**src/rtl/cv32e40p_rf_wb_arbiter.sv**
```systemverilog
// Register-file write-back arbiter: round-robin grant of up to two writes per cycle onto ports A/B,
// plus a per-register busy scoreboard. Optional stall counter under CV32E40P_RF_WB_ARB_PERF_EN.
module cv32e40p_rf_wb_arbiter #(
   parameter int ADDR_WIDTH = 6,
   parameter int DATA_WIDTH = 32,
   parameter int N_REQ      = 3
) (
   input  logic                           clk,
   input  logic                           rst_n,
   input  logic [N_REQ-1:0]               req_valid_i,
   input  logic [N_REQ*ADDR_WIDTH-1:0]    req_addr_i,
   input  logic [N_REQ*DATA_WIDTH-1:0]    req_data_i,
   output logic [N_REQ-1:0]               req_ready_o,
   input  logic                           rsv_valid_i,
   input  logic [ADDR_WIDTH-1:0]          rsv_addr_i,
   output logic [2**ADDR_WIDTH-1:0]       busy_o,
   output logic [ADDR_WIDTH-1:0]          waddr_a_o,
   output logic [DATA_WIDTH-1:0]          wdata_a_o,
   output logic                           we_a_o,
   output logic [ADDR_WIDTH-1:0]          waddr_b_o,
   output logic [DATA_WIDTH-1:0]          wdata_b_o,
   output logic                           we_b_o
`ifdef CV32E40P_RF_WB_ARB_PERF_EN
   ,
   output logic [15:0]                    stall_cnt_o
`endif
);

   localparam int PTR_W = (N_REQ > 1) ? $clog2(N_REQ) : 1;

   function automatic logic [PTR_W-1:0] wrap_idx(input int v);
      int r;
      r = v;
      if (r >= N_REQ) r = r - N_REQ;
      return r[PTR_W-1:0];
   endfunction

   logic [ADDR_WIDTH-1:0]   addr_arr [N_REQ];
   logic [DATA_WIDTH-1:0]   data_arr [N_REQ];
   logic [PTR_W-1:0]        rr_ptr;
   logic [PTR_W-1:0]        scan_idx_p0;
   logic [PTR_W-1:0]        idx_a_p0;
   logic [PTR_W-1:0]        idx_b_p0;
   logic                    gnt_a_p0;
   logic                    gnt_b_p0;
   logic [2**ADDR_WIDTH-1:0] busy_nxt;

   for (genvar g = 0; g < N_REQ; g++) begin : g_unpack
      assign addr_arr[g] = req_addr_i[g*ADDR_WIDTH +: ADDR_WIDTH];
      assign data_arr[g] = req_data_i[g*DATA_WIDTH +: DATA_WIDTH];
   end

   // ---- stage p0: combinational round-robin scan from rr_ptr ----
   always_comb begin
      req_ready_o = '0;
      gnt_a_p0    = 1'b0;
      gnt_b_p0    = 1'b0;
      idx_a_p0    = '0;
      idx_b_p0    = '0;
      scan_idx_p0 = '0;
      for (int i = 0; i < N_REQ; i++) begin
         scan_idx_p0 = wrap_idx(int'(rr_ptr) + i);
         if (req_valid_i[scan_idx_p0]) begin
            if (!gnt_a_p0) begin
               gnt_a_p0                 = 1'b1;
               idx_a_p0                 = scan_idx_p0;
               req_ready_o[scan_idx_p0] = 1'b1;
            end else if (!gnt_b_p0 && (addr_arr[scan_idx_p0] != addr_arr[idx_a_p0])) begin
               // a second write to the same register would race on the RF, so it waits
               gnt_b_p0                 = 1'b1;
               idx_b_p0                 = scan_idx_p0;
               req_ready_o[scan_idx_p0] = 1'b1;
            end
         end
      end
   end

   // reservation is applied after the clears so that a same-cycle set wins
   always_comb begin
      busy_nxt = busy_o;
      if (gnt_a_p0) busy_nxt[addr_arr[idx_a_p0]] = 1'b0;
      if (gnt_b_p0) busy_nxt[addr_arr[idx_b_p0]] = 1'b0;
      if (rsv_valid_i && (rsv_addr_i != '0)) busy_nxt[rsv_addr_i] = 1'b1;
   end

   // ---- stage p1: registered register-file port drive ----
   always_ff @(posedge clk or negedge rst_n) begin
      if (!rst_n) begin
         we_a_o    <= 1'b0;
         we_b_o    <= 1'b0;
         waddr_a_o <= '0;
         waddr_b_o <= '0;
         wdata_a_o <= '0;
         wdata_b_o <= '0;
         busy_o    <= '0;
         rr_ptr    <= '0;
      end else begin
         we_a_o <= gnt_a_p0 && (addr_arr[idx_a_p0] != '0);
         we_b_o <= gnt_b_p0 && (addr_arr[idx_b_p0] != '0);
         if (gnt_a_p0) begin
            waddr_a_o <= addr_arr[idx_a_p0];
            wdata_a_o <= data_arr[idx_a_p0];
         end
         if (gnt_b_p0) begin
            waddr_b_o <= addr_arr[idx_b_p0];
            wdata_b_o <= data_arr[idx_b_p0];
         end
         if (gnt_b_p0)      rr_ptr <= wrap_idx(int'(idx_b_p0) + 1);
         else if (gnt_a_p0) rr_ptr <= wrap_idx(int'(idx_a_p0) + 1);
         busy_o <= busy_nxt;
      end
   end

`ifdef CV32E40P_RF_WB_ARB_PERF_EN
   always_ff @(posedge clk or negedge rst_n) begin
      if (!rst_n) begin
         stall_cnt_o <= '0;
      end else if ((|(req_valid_i & ~req_ready_o)) && (stall_cnt_o != 16'hFFFF)) begin
         stall_cnt_o <= stall_cnt_o + 16'd1;
      end
   end
`endif

endmodule
```
**config.mk**
```make
export PLATFORM = sky130hd
export DESIGN_NAME = cv32e40p_rf_wb_arbiter
export DESIGN_NICKNAME = d
export VERILOG_FILES = /design/src/rtl/cv32e40p_rf_wb_arbiter.sv
export SDC_FILE = /design/constraint.sdc
export NUM_CORES = 1
export LEC_CHECK = 0
export CAP_MARGIN = 20
export CORE_MARGIN = 4
export CORE_UTILIZATION = 40
export DETAILED_ROUTE_END_ITERATION = 8
export GPL_ROUTABILITY_DRIVEN = 0
export PLACE_DENSITY_LB_ADDON = 0.05
export RECOVER_POWER = 25
export SYNTH_ARGS = -nofsm -noshare
export SYNTH_HDL_FRONTEND = slang
export SYNTH_SLANG_ARGS = --single-unit
```
**constraint.sdc**
```tcl
create_clock -name clk -period 3.6 [get_ports clk]
set_clock_uncertainty 0.15 [all_clocks]
set_input_delay 0.9 -clock clk [delete_from_list [all_inputs] [get_ports clk]]
set_output_delay 0.9 -clock clk [all_outputs]
set_load 0.01 [all_outputs]
```
== Word level (Yosys, flattened, before mapping) ==
Index checks and enable logic that the tools add are counted.

* Output and inout port bits: 145
* Bits in registers: 144
* Bits of input ports: 126
* Word-level logic and storage cells: 149

* Magnitude comparators: 23
* Bitwise operators: 13
* Equality and inequality tests: 2
* Mux-type cells: 79
* Add/sub/neg operators: 9
* Reduce and logical (&&, ||, !) cells: 15

{| class="wikitable"
|+ Operator list
! operator !! number
|-
| $mux 64 || 3
|-
| $and 64x64->64 || 2
|-
| $bmux 32 s2 || 2
|-
| $mux 32 || 4
|-
| $not 64->64 || 2
|-
| $bmux 6 s2 || 6
|-
| $mux 6 || 12
|-
| $or 64x64->64 || 1
|-
| $mux 2 || 18
|-
| $lt 6x7->1 const B || 3
|-
| $mux 3 || 7
|-
| $demux 1 s6 || 3
|-
| $ge 3x3->1 const B || 6
|-
| $ge 6x1->1 const B || 3
|-
| $mux 1 || 18
|-
| $not 2->3 || 6
|-
| $reduce_bool 6->1 || 3
|-
| $ge 3x2->1 const B || 4
|-
| $ne 6x6->1 || 2
|-
| $logic_and 1x1->1 || 10
|-
| $sub 2x2->2 const B || 5
|-
| $add 2x1->3 const B || 3
|-
| $lt 2x3->1 const B || 3
|-
| $bmux 1 s2 || 3
|-
| other kinds (7) || 12
|}

== Logic depth before layout (Yosys ltp) ==
Gate-level depths: netlist of run 1.

* Depth in word-level cells: 31
* Mapped depth: 20
* Gate-level depth less buffers: 15

== Worst setup path before layout of run 1 ==
OpenSTA, ideal clock, no wires.

* Kind: input port to flip-flop
* Start point: in req_addr_i[6]
* End point: reg busy_o[63]
* Required time: 3.319 ns
* Path buffers: 3
* Setup slack: -0.577 ns
* Cell stages on the path: 15
* Data arrival time: 3.896 ns
* Setup time: 0.131 ns
* Cells stage by stage: clkbuf_1 > and4b_1 > a311oi_1 > xnor2_1 > or4_4 > o21ai_2 > nor2_1 > nand2_4 > nand3_2 > a31o_1 > buf_6 > or4_4 > buf_6 > o221ai_1 > o31ai_1

* Cells in the longest elaborated chain, start to end: 25
* Elaborated cells between the ends (all ways): 53
* Classes of those cells: order compare: 4; eq/ne: 2; mux: 37; bitwise: 6; reduce/logical: 4

{| class="wikitable"
|+ Ends and longest elaborated chain
! item !! RTL line !! source
|-
| start, declared || 11 || <nowiki>input logic [N_REQ*ADDR_WIDTH-1:0] req_addr_i,</nowiki>
|-
| $bmux 6 s2 || 68 || <nowiki>end else if (!gnt_b_p0 && (addr_arr[scan_idx_p0] != addr_arr[idx_a_p0])) begin</nowiki>
|-
| $mux 6 (not written as such) (2 in series) || 68 ||
|-
| $ne 6x6->1 || 68 ||
|-
| $mux 1 || 68 ||
|-
| $mux 1 || 64 || <nowiki>if (!gnt_a_p0) begin</nowiki>
|-
| $mux 1 || 63 || <nowiki>if (req_valid_i[scan_idx_p0]) begin</nowiki>
|-
| $logic_not 1->1 || 68 ||
|-
| $logic_and 1x1->1 || 68 ||
|-
| (+9 left out) || -- ||
|-
| $mux 1 (not written as such) || 82 || <nowiki>if (gnt_b_p0) busy_nxt[addr_arr[idx_b_p0]] = 1'b0;</nowiki>
|-
| $demux 1 s6 || 82 ||
|-
| $not 64->64 (no line) || -- ||
|-
| $and 64x64->64 (no line) || -- ||
|-
| $mux 64 * || 82 ||
|-
| $or 64x64->64 (no line) || -- ||
|-
| $mux 64 * || 83 || <nowiki>if (rsv_valid_i && (rsv_addr_i != '0)) busy_nxt[rsv_addr_i] = 1'b1;</nowiki>
|-
| net busy_nxt[63] || 46 || <nowiki>logic [2**ADDR_WIDTH-1:0] busy_nxt;</nowiki>
|-
| end signal, assigned || 110 || <nowiki>busy_o <= busy_nxt;</nowiki>
|-
| end, declared || 16 || <nowiki>output logic [2**ADDR_WIDTH-1:0] busy_o,</nowiki>
|}

The timed path passes the listed nets; every way through them passes the cells marked *. The select of a mux whose other input is x is not followed.
A chain may end at the register's enable or synchronous reset.

== Worst setup path after layout of run 1 ==
* Start point: reg rr_ptr[1]
* End point: out req_ready_o[2]

* Cells in the longest elaborated chain, start to end: 18
* Elaborated cells between the ends (all ways): 69
* Classes of those cells: add/sub: 5; order compare: 9; eq/ne: 2; mux: 42; bitwise: 6; reduce/logical: 5

{| class="wikitable"
|+ Ends and longest elaborated chain
! item !! RTL line !! source
|-
| start, declared || 40 || <nowiki>logic [PTR_W-1:0] rr_ptr;</nowiki>
|-
| start signal, assigned || 108 || <nowiki>if (gnt_b_p0) rr_ptr <= wrap_idx(int'(idx_b_p0) + 1);</nowiki>
|-
| start signal, assigned || 109 || <nowiki>else if (gnt_a_p0) rr_ptr <= wrap_idx(int'(idx_a_p0) + 1);</nowiki>
|-
| $sub 2x2->2 / $ge 2x2->1 (equally long branches) || 34 || <nowiki>if (r >= N_REQ) r = r - N_REQ;</nowiki>
|-
| $mux 2 || 34 ||
|-
| $bmux 1 s2 || 63 ||
|-
| $mux 1 (not written as such) || 63 ||
|-
| $mux 2 || 63 ||
|-
| $not 2->3 (not written as such) || 68 ||
|-
| $bmux 6 s2 || 68 ||
|-
| $mux 6 (not written as such) (2 in series) || 68 ||
|-
| $ne 6x6->1 || 68 ||
|-
| $mux 1 || 68 ||
|-
| $mux 1 || 64 ||
|-
| $mux 1 || 63 ||
|-
| $logic_not 1->1 || 68 ||
|-
| $logic_and 1x1->1 || 68 ||
|-
| $mux 3 || 68 ||
|-
| $mux 3 || 64 ||
|-
| $mux 3 * || 63 ||
|-
| end, declared || 13 || <nowiki>output logic [N_REQ-1:0] req_ready_o,</nowiki>
|}

Mark *: on every way between the ends. The rest lies on a longest branch, timed or not. The select of a mux whose other input is x is not followed.

==> impl_metrics.tcl, run 1 <==
set metrics [dict create \
    cts_root_buffer "clkbuf_16" \
    insertion_delay_ns 0.43 \
    cts.sinks 144 \
    startpoint "rr_ptr[1]" \
    synth-seq-cells 144 \
    synthTopCellsByCount "nand2_1 (253), a21oi_1 (170), dfrtp_1 (144)" \
    r2r_end "busy_o[56]" \
    drive_gt1_share_pct 32.2 \
    track_usage_pct 31.0 \
    hold_slack_ns 0.329 \
    clock_path_buffers 2 \
    syn_nets 1241 \
    critical_path_buf_inv_count 5 \
    drt_iter0_markers 1001 \
    report.final.slew_viol_count 66 \
    hold_buffers 0 \
    cts_tree "yes" \
    final_net_count 1683 \
    relSlewSlack_pct -22.1 \
    synth-simple-area-share_pct 21.5 \
    wl_per_cell_um 22.0 \
    post-synth-top-count-cell "nand2_1" \
    synth_xor_area_share_pct 1.18 \
    setup_violations 109 \
    synth_adder_area_share_pct 0.703 \
    synth_cells 1110 \
    drc 0 \
    min_period_ns 4.38 \
    synth_top_family_by_area "compound AO/OA/AOI/OAI gates" \
    worstPathArrival_ns 3.33 \
    tightest_slew_ns 1.83 \
    startpoint_type "register" \
    first_pass_iters 6 \
    final_area_sq_um 15800 \
    holdCritStartpoint "waddr_b_o[2]" \
    ioPinCount 271 \
    vdd_drop_max_v 0.000723 \
    r2r_slack_ns -0.74 \
    fin_ws_ns -0.777 \
    worstSetupPathType "reg2out" \
    clk_pin_slew_ns 0.07 \
    nFillCells 1656 \
    syn_area_per_cell_sq_um 8.02 \
    synth_mux_area_share_pct 2.89 \
    start_util_pct 40.7 \
    power-per-cell-area_nw_per_um2 1210 \
    synth_compound_area_share_pct 28.9 \
    routed_wirelength_um 40500 \
    dp_hpwl_um 26300 \
    synth_area_leaders "dfrtp_1 (40%), nand2_1 (11%), a21oi_1 (9.6%)" \
    ys_async_sr_fraction_pct 100 \
    core-area_sq_um 21900 \
    synthToLayoutAreaGrowth_pct 77.5 \
    io_buffers 270 \
    met2_usage_pct 49.8 \
    rsz0062_at_grt "yes" \
    yosysTopAreaCell "dfrtp_1" \
    status "finished with violations" \
    grt_use_met1_pct 41.8 \
    die_y_um 157 \
    grt_pass1_vias 10800 \
    grt_pass1_wl_um 60200 \
    syn_area_sq_um 8900 \
    cp.required_ns 2.55 \
    top_usage_layer "met2" \
    dieArea_sq_um 24700 \
    vias_per_cell 5.93 \
    crit_family "compound AO/OA/AOI/OAI gates" \
    h-tree-depth 4 \
    cap_violations 1 \
    final_core_util_pct 72.2 \
    hold_path_class "reg2reg" \
    fmax_mhz 228 \
    antenna_found_initial 0 \
    diodes 0 \
    r2r-start "rr_ptr[1]" \
    drtAntennaViolNets 0 \
    reg2reg_depth 18 \
    post-place-ws_ns -1.39 \
    ys.flop_type "dfrtp_1" \
    cts_made_buffers 17 \
    finalHoldViolCount 0 \
    via_count 11000 \
    grt_max_degree 76 \
    path_cells "inv_4 > ha_4 > buf_12 > nand3b_4 > a311oi_4 > xnor2_2 > buf_4 > nor4_4 > a21boi_2 > nand2_2 > o21ai_4 > buf_4 > nand2_2 > a21oi_2 > o21ai_1 > buf_2" \
    min_path_cells 1 \
    cp_slowest_stage_delay_ns 0.46 \
    crit_slowest_cell "dfrtp_2" \
    grtUsageMet3_pct 6.16 \
    yosysUniqueCellTypes 68 \
    yosysSeqAreaShare_pct 40.5 \
    holdPathEnd "waddr_b_o[2]" \
    finalCritPeriodShare_pct 122 \
    violations "max-capacitance violations, max-slew violations, negative setup slack" \
    ys_warn_count 0 \
    overflow 0 \
    crit_fanout 14 \
    endpoint_kind "output port" \
    synth_edf_count 0 \
    synth_top_cell_area_share_pct 40.5 \
    dieWidth_um 157 \
    rows 54 \
    placed_area_sq_um 13100 \
    leakagePower_nw 6.41 \
]
==> logic make-up after synthesis <==
family,Yosys count
flops,144
compound gates,412
mux,25
buf+inv,90
simple gates,422
fa+ha+maj,5
xor+xnor,12
==> state kept, by name, summed over array words and instances (netlist names) <==
| name | flops |
|---|---|
| wdata_a_o | 32 |
| we_b_o | 1 |
| we_a_o | 1 |
| wdata_b_o | 32 |
| waddr_b_o | 6 |
| rr_ptr | 2 |
| busy_o | 64 |
| waddr_a_o | 6 |
==> stage by stage <==
stage | power (W) | std cells | setup TNS [ns]
2_1_floorplan | 0.00866 | 1110 | -25.51
3_3_place_gp | 0.0135 | 1746 | -131.76
3_5_place_dp | 0.0137 | 1746 | -137.05
4_1_cts | 0.0176 | 1831 | -51.29
5_1_grt | 0.0201 | 1845 | -83.03
6_report | 0.0191 | 1845 | -65.07
==> where the power goes <==
part	internal (W)	leakage, nW	switching, W
clock	0.000920	0.280	0.000838
combinational	0.00662	4.33	0.00770
sequential	0.00246	1.80	0.000543
==> cell usage in the layout (no fill, tap or decap), types with 6 or more instances in the layout <==
cell,netlist,final
a21oi_1,170,127
a21oi_2,1,43
a311oi_2,1,6
and4b_1,12,12
buf_12,0,24
buf_4,3,157
buf_6,4,30
clkbuf_16,0,19
clkdlybuf4s50_1,0,262
dfrtp_1,144,142
inv_1,21,18
inv_8,0,6
mux2i_1,22,18
nand2_1,253,217
nand2_2,1,21
nand2_4,1,16
nand3_1,19,15
nand4_1,6,6
nor2_1,72,65
nor2b_1,7,7
nor3_1,12,8
o21ai_0,85,14
o21ai_1,23,84
o21ai_4,0,9
o221ai_2,4,62
xnor2_1,12,7
==> layout make-up <==
class                   instances  area [sq um]  area share, %
clock buffers                  17           425           2.69
clock inverters                15           141          0.895
inverters                      22          88.8          0.562
multi-input cells             877          6340           40.1
flip-flops and latches        144          3610           22.8
well taps                     280           350           2.22
repair buffers                490          4850           30.7
==> worst reg2reg max path, delay by kind of cell (launching register included) <==
| kind | cells | cell delay (ns) |
|---|---|---|
| AO/OA/AOI/OAI | 7 | 1.34 |
| AND/OR/NAND/NOR | 4 | 1.28 |
| buffers and inverters | 5 | 0.70 |
| flip-flops | 1 | 0.46 |
| XOR/XNOR | 1 | 0.11 |
| adder cells (fa/ha/maj) | 1 | 0.15 |
==> layer usage <==
metal  up-vias  part of all wire [%]
li1       4948                     -
met1      5290                    41
met2       599                    47
met3       113                   8.4
met4         0                   3.7
met5         -                     0
==> what timing repair did <==
item                                    CTS  global route
gates resized for setup                 285           127
endpoints found under the setup margin  143           142
cloned                                    9             2
pin swaps                               133            72
setup buffers                            45            22
==> worst max path at each step <==
stage / to / slack [ns] / cells past startpoint
3_5_place_dp: req_ready_o[0] / -1.39 / 13
3_3_place_gp: req_ready_o[0] / -1.38 / 13
2_1_floorplan: busy_o[55] / -0.51 / 14
6_report: req_ready_o[2] / -0.78 / 16
4_1_cts: req_ready_o[0] / -0.74 / 15
5_1_grt: req_ready_o[0] / -0.95 / 15
No activity file was read; power rests on OpenSTA's default activity.
==> inputs of run 2 (changes only) <==
Settings changed: ABC_AREA set to 1.
==> impl_metrics.tcl, run 2 <==
set metrics [dict create \
    status "finished with violations" \
    violations "max-slew violations, negative setup slack" \
    via_count 11600 \
    nFillCells 2033 \
    vdd_drop_max_v 0.00111 \
    fmax_mhz 253 \
    yosysSeqAreaShare_pct 37.9 \
    power-per-cell-area_nw_per_um2 1200 \
    min_period_ns 3.95 \
    hold_slack_ns 0.334 \
    drtAntennaViolNets 0 \
    syn_area_per_cell_sq_um 6.85 \
    layout_common_cells "nand2_1 (360), clkdlybuf4s50_1 (263), buf_4 (168)" \
    overflow 0 \
    cp.required_ns 2.55 \
    final_core_util_pct 65.7 \
    post-synth-top-count-cell "nand2_1" \
    fin_ws_ns -0.353 \
    endpoint_kind "output port" \
    synth_edf_count 0 \
    cap_violations 0 \
    dieArea_sq_um 26300 \
    p_seq_share_pct 15.7 \
    start_util_pct 40.6 \
    final_net_count 1955 \
    grt_pass1_vias 11200 \
    grt_max_degree 64 \
    first_pass_iters 5 \
    synth_top_cell_area_share_pct 37.9 \
    drt_iter0_markers 1119 \
    fin_tns_setup_ns -10.05 \
    report.final.slew_viol_count 41 \
    largest-register "busy_o" \
    io_buffers 270 \
    synth_cells 1387 \
    h-tree-depth 4 \
    final_common_cell "nand2_1" \
    track_usage_pct 29.6 \
    crit_fanout 8 \
    ioPinCount 271 \
    routed_wirelength_um 40400 \
    hold_path_class "reg2reg" \
    antenna_found_initial 1 \
    worstSetupPathType "reg2out" \
    cts.sinks 144 \
    tightest_slew_ns 1.50 \
    syn_nets 1518 \
    drive_gt1_share_pct 22.2 \
    combPwrFrac_pct 74.0 \
    synth_area_leaders "dfrtp_1 (38%), nand2_1 (15%), nand3_1 (7.5%)" \
    grt_pass1_wl_um 61900 \
    reg_top3 "busy_o x64, wdata_a_o x32, wdata_b_o x32" \
    finalCritPeriodShare_pct 110 \
    dieWidth_um 162 \
    rows 56 \
    switchingPower_w 0.00908 \
    drc 0 \
    syn_area_sq_um 9500 \
    setup_violations 85 \
    sw_frac_of_total_pct 49.2 \
    startpoint_type "register" \
    yosysTopAreaCell "dfrtp_1" \
    relSlewSlack_pct -0.165 \
    rsz0062_at_grt "yes" \
    vias_per_cell 5.40 \
    cts_made_buffers 17 \
    dp_hpwl_um 28300 \
    clk_pin_slew_ns 0.07 \
    synthTopCellsByCount "nand2_1 (389), dfrtp_1 (144), nand3_1 (142)" \
    clockPowerShare_pct 10.3 \
    synthToLayoutAreaGrowth_pct 61.8 \
    yosysUniqueCellTypes 38 \
    insertion_delay_ns 0.45 \
    cts_tree "yes" \
    cts_root_buffer "clkbuf_16" \
    internal_power_w 0.00937 \
    hold_buffers 0 \
    wl_per_cell_um 18.7 \
    die_y_um 162 \
    largest_reg_flops 64 \
    leakagePower_nw 6.99 \
    ys_async_sr_fraction_pct 100 \
    clock_path_buffers 2 \
    worstPathArrival_ns 2.90 \
    core-area_sq_um 23400 \
    ys.flop_type "dfrtp_1" \
    ys_warn_count 0 \
    finalHoldViolCount 0 \
    synth-seq-cells 144 \
]
## run 2: cells by family after synthesis
| group | Yosys count | share of synthesized area, % |
|---|---|---|
| adder cells (fa/ha/maj) | 5 | 0.658 |
| flip-flops | 144 | 37.9 |
| AO/OA/AOI/OAI | 320 | 19.5 |
| AND/OR/NAND/NOR | 738 | 34.2 |
| buffers and inverters | 180 | 7.78 |
## run 2: cell type report
class / instances / area, sq um / area share [%]
Clock inverter: 15 / 190 / 1.24
Timing Repair inverter: 1 / 6.26 / 0.0407
Multi-Input combinational cell: 1066 / 5820 / 37.8
Sequential cell: 144 / 3600 / 23.4
Antenna cell: 1 / 2.50 / 0.0163
Timing Repair Buffer: 476 / 4460 / 29.0
Inverter: 118 / 473 / 3.08
Tap cell: 319 / 399 / 2.60
Clock buffer: 17 / 425 / 2.77
## run 2: routing by layer
| layer | GRT usage [%] | wire, um | vias to the layer above |
|---|---|---|---|
| met1 | 40.3 | 17100 | 5475 |
| met5 | 0 | 0 | - |
| met4 | 11.0 | 1540 | 0 |
| met3 | 5.58 | 2820 | 106 |
| li1 | - | - | 5499 |
| met2 | 47.3 | 18900 | 565 |
## run 2: stage by stage
stage	total power, W	worst slack [ns]	cell area [sq um]	cells
final	0.0185	-0.353	15400	2157
after floorplan	0.00909	0.153	9500	1387
after global routing	0.0198	-0.496	15400	2157
after global placement	0.0141	-1.04	13600	2084
after detailed placement	0.0142	-1.07	13600	2084
after CTS	0.0172	-0.275	14900	2142
## run 2: worst paths after layout
path                              startpoint             end  slack [ns]  cells after the start
worst max register to register     rr_ptr[1]      busy_o[46]       -0.22                     27
worst min register to register  waddr_a_o[3]    waddr_a_o[3]        0.33                      2
worst max-delay path               rr_ptr[1]  req_ready_o[1]       -0.35                     17
min in group asynchronous              rst_n   wdata_b_o[12]        0.64                      1
worst min-delay path            waddr_a_o[3]    waddr_a_o[3]        0.33                      2
max in group asynchronous              rst_n      busy_o[24]        0.88                      2
## run 2: power by group through the flow
stage | logic [W] | registers, W | clock network, W
floorplan | 0.00592 | 0.00317 | 0
global placement | 0.0112 | 0.00290 | 0
detailed placement | 0.0113 | 0.00290 | 0
CTS | 0.0124 | 0.00289 | 0.00191
global route | 0.0148 | 0.00298 | 0.00198
finish | 0.0137 | 0.00289 | 0.00190
## run 2: what timing repair did
item	in CTS	in global routing
pin swaps	44	54
buffers inserted	23	14
endpoints found under the setup margin	106	108
cloned	4	1
gates resized for setup	116	112
## run 2: worst max-delay path: stages, from the launching register on
cell	delay, ns
dfrtp_1	0.41
buf_6	0.14
ha_4	0.28
buf_6	0.11
nand3_2	0.06
inv_2	0.08
nand3_4	0.11
buf_6	0.14
buf_8	0.13
nand3_2	0.08
nand2_2	0.07
nand3_2	0.07
nand2_2	0.07
nor2_4	0.12
nand3_2	0.13
a21boi_2	0.23
o211ai_1	0.10
buf_2	0.14
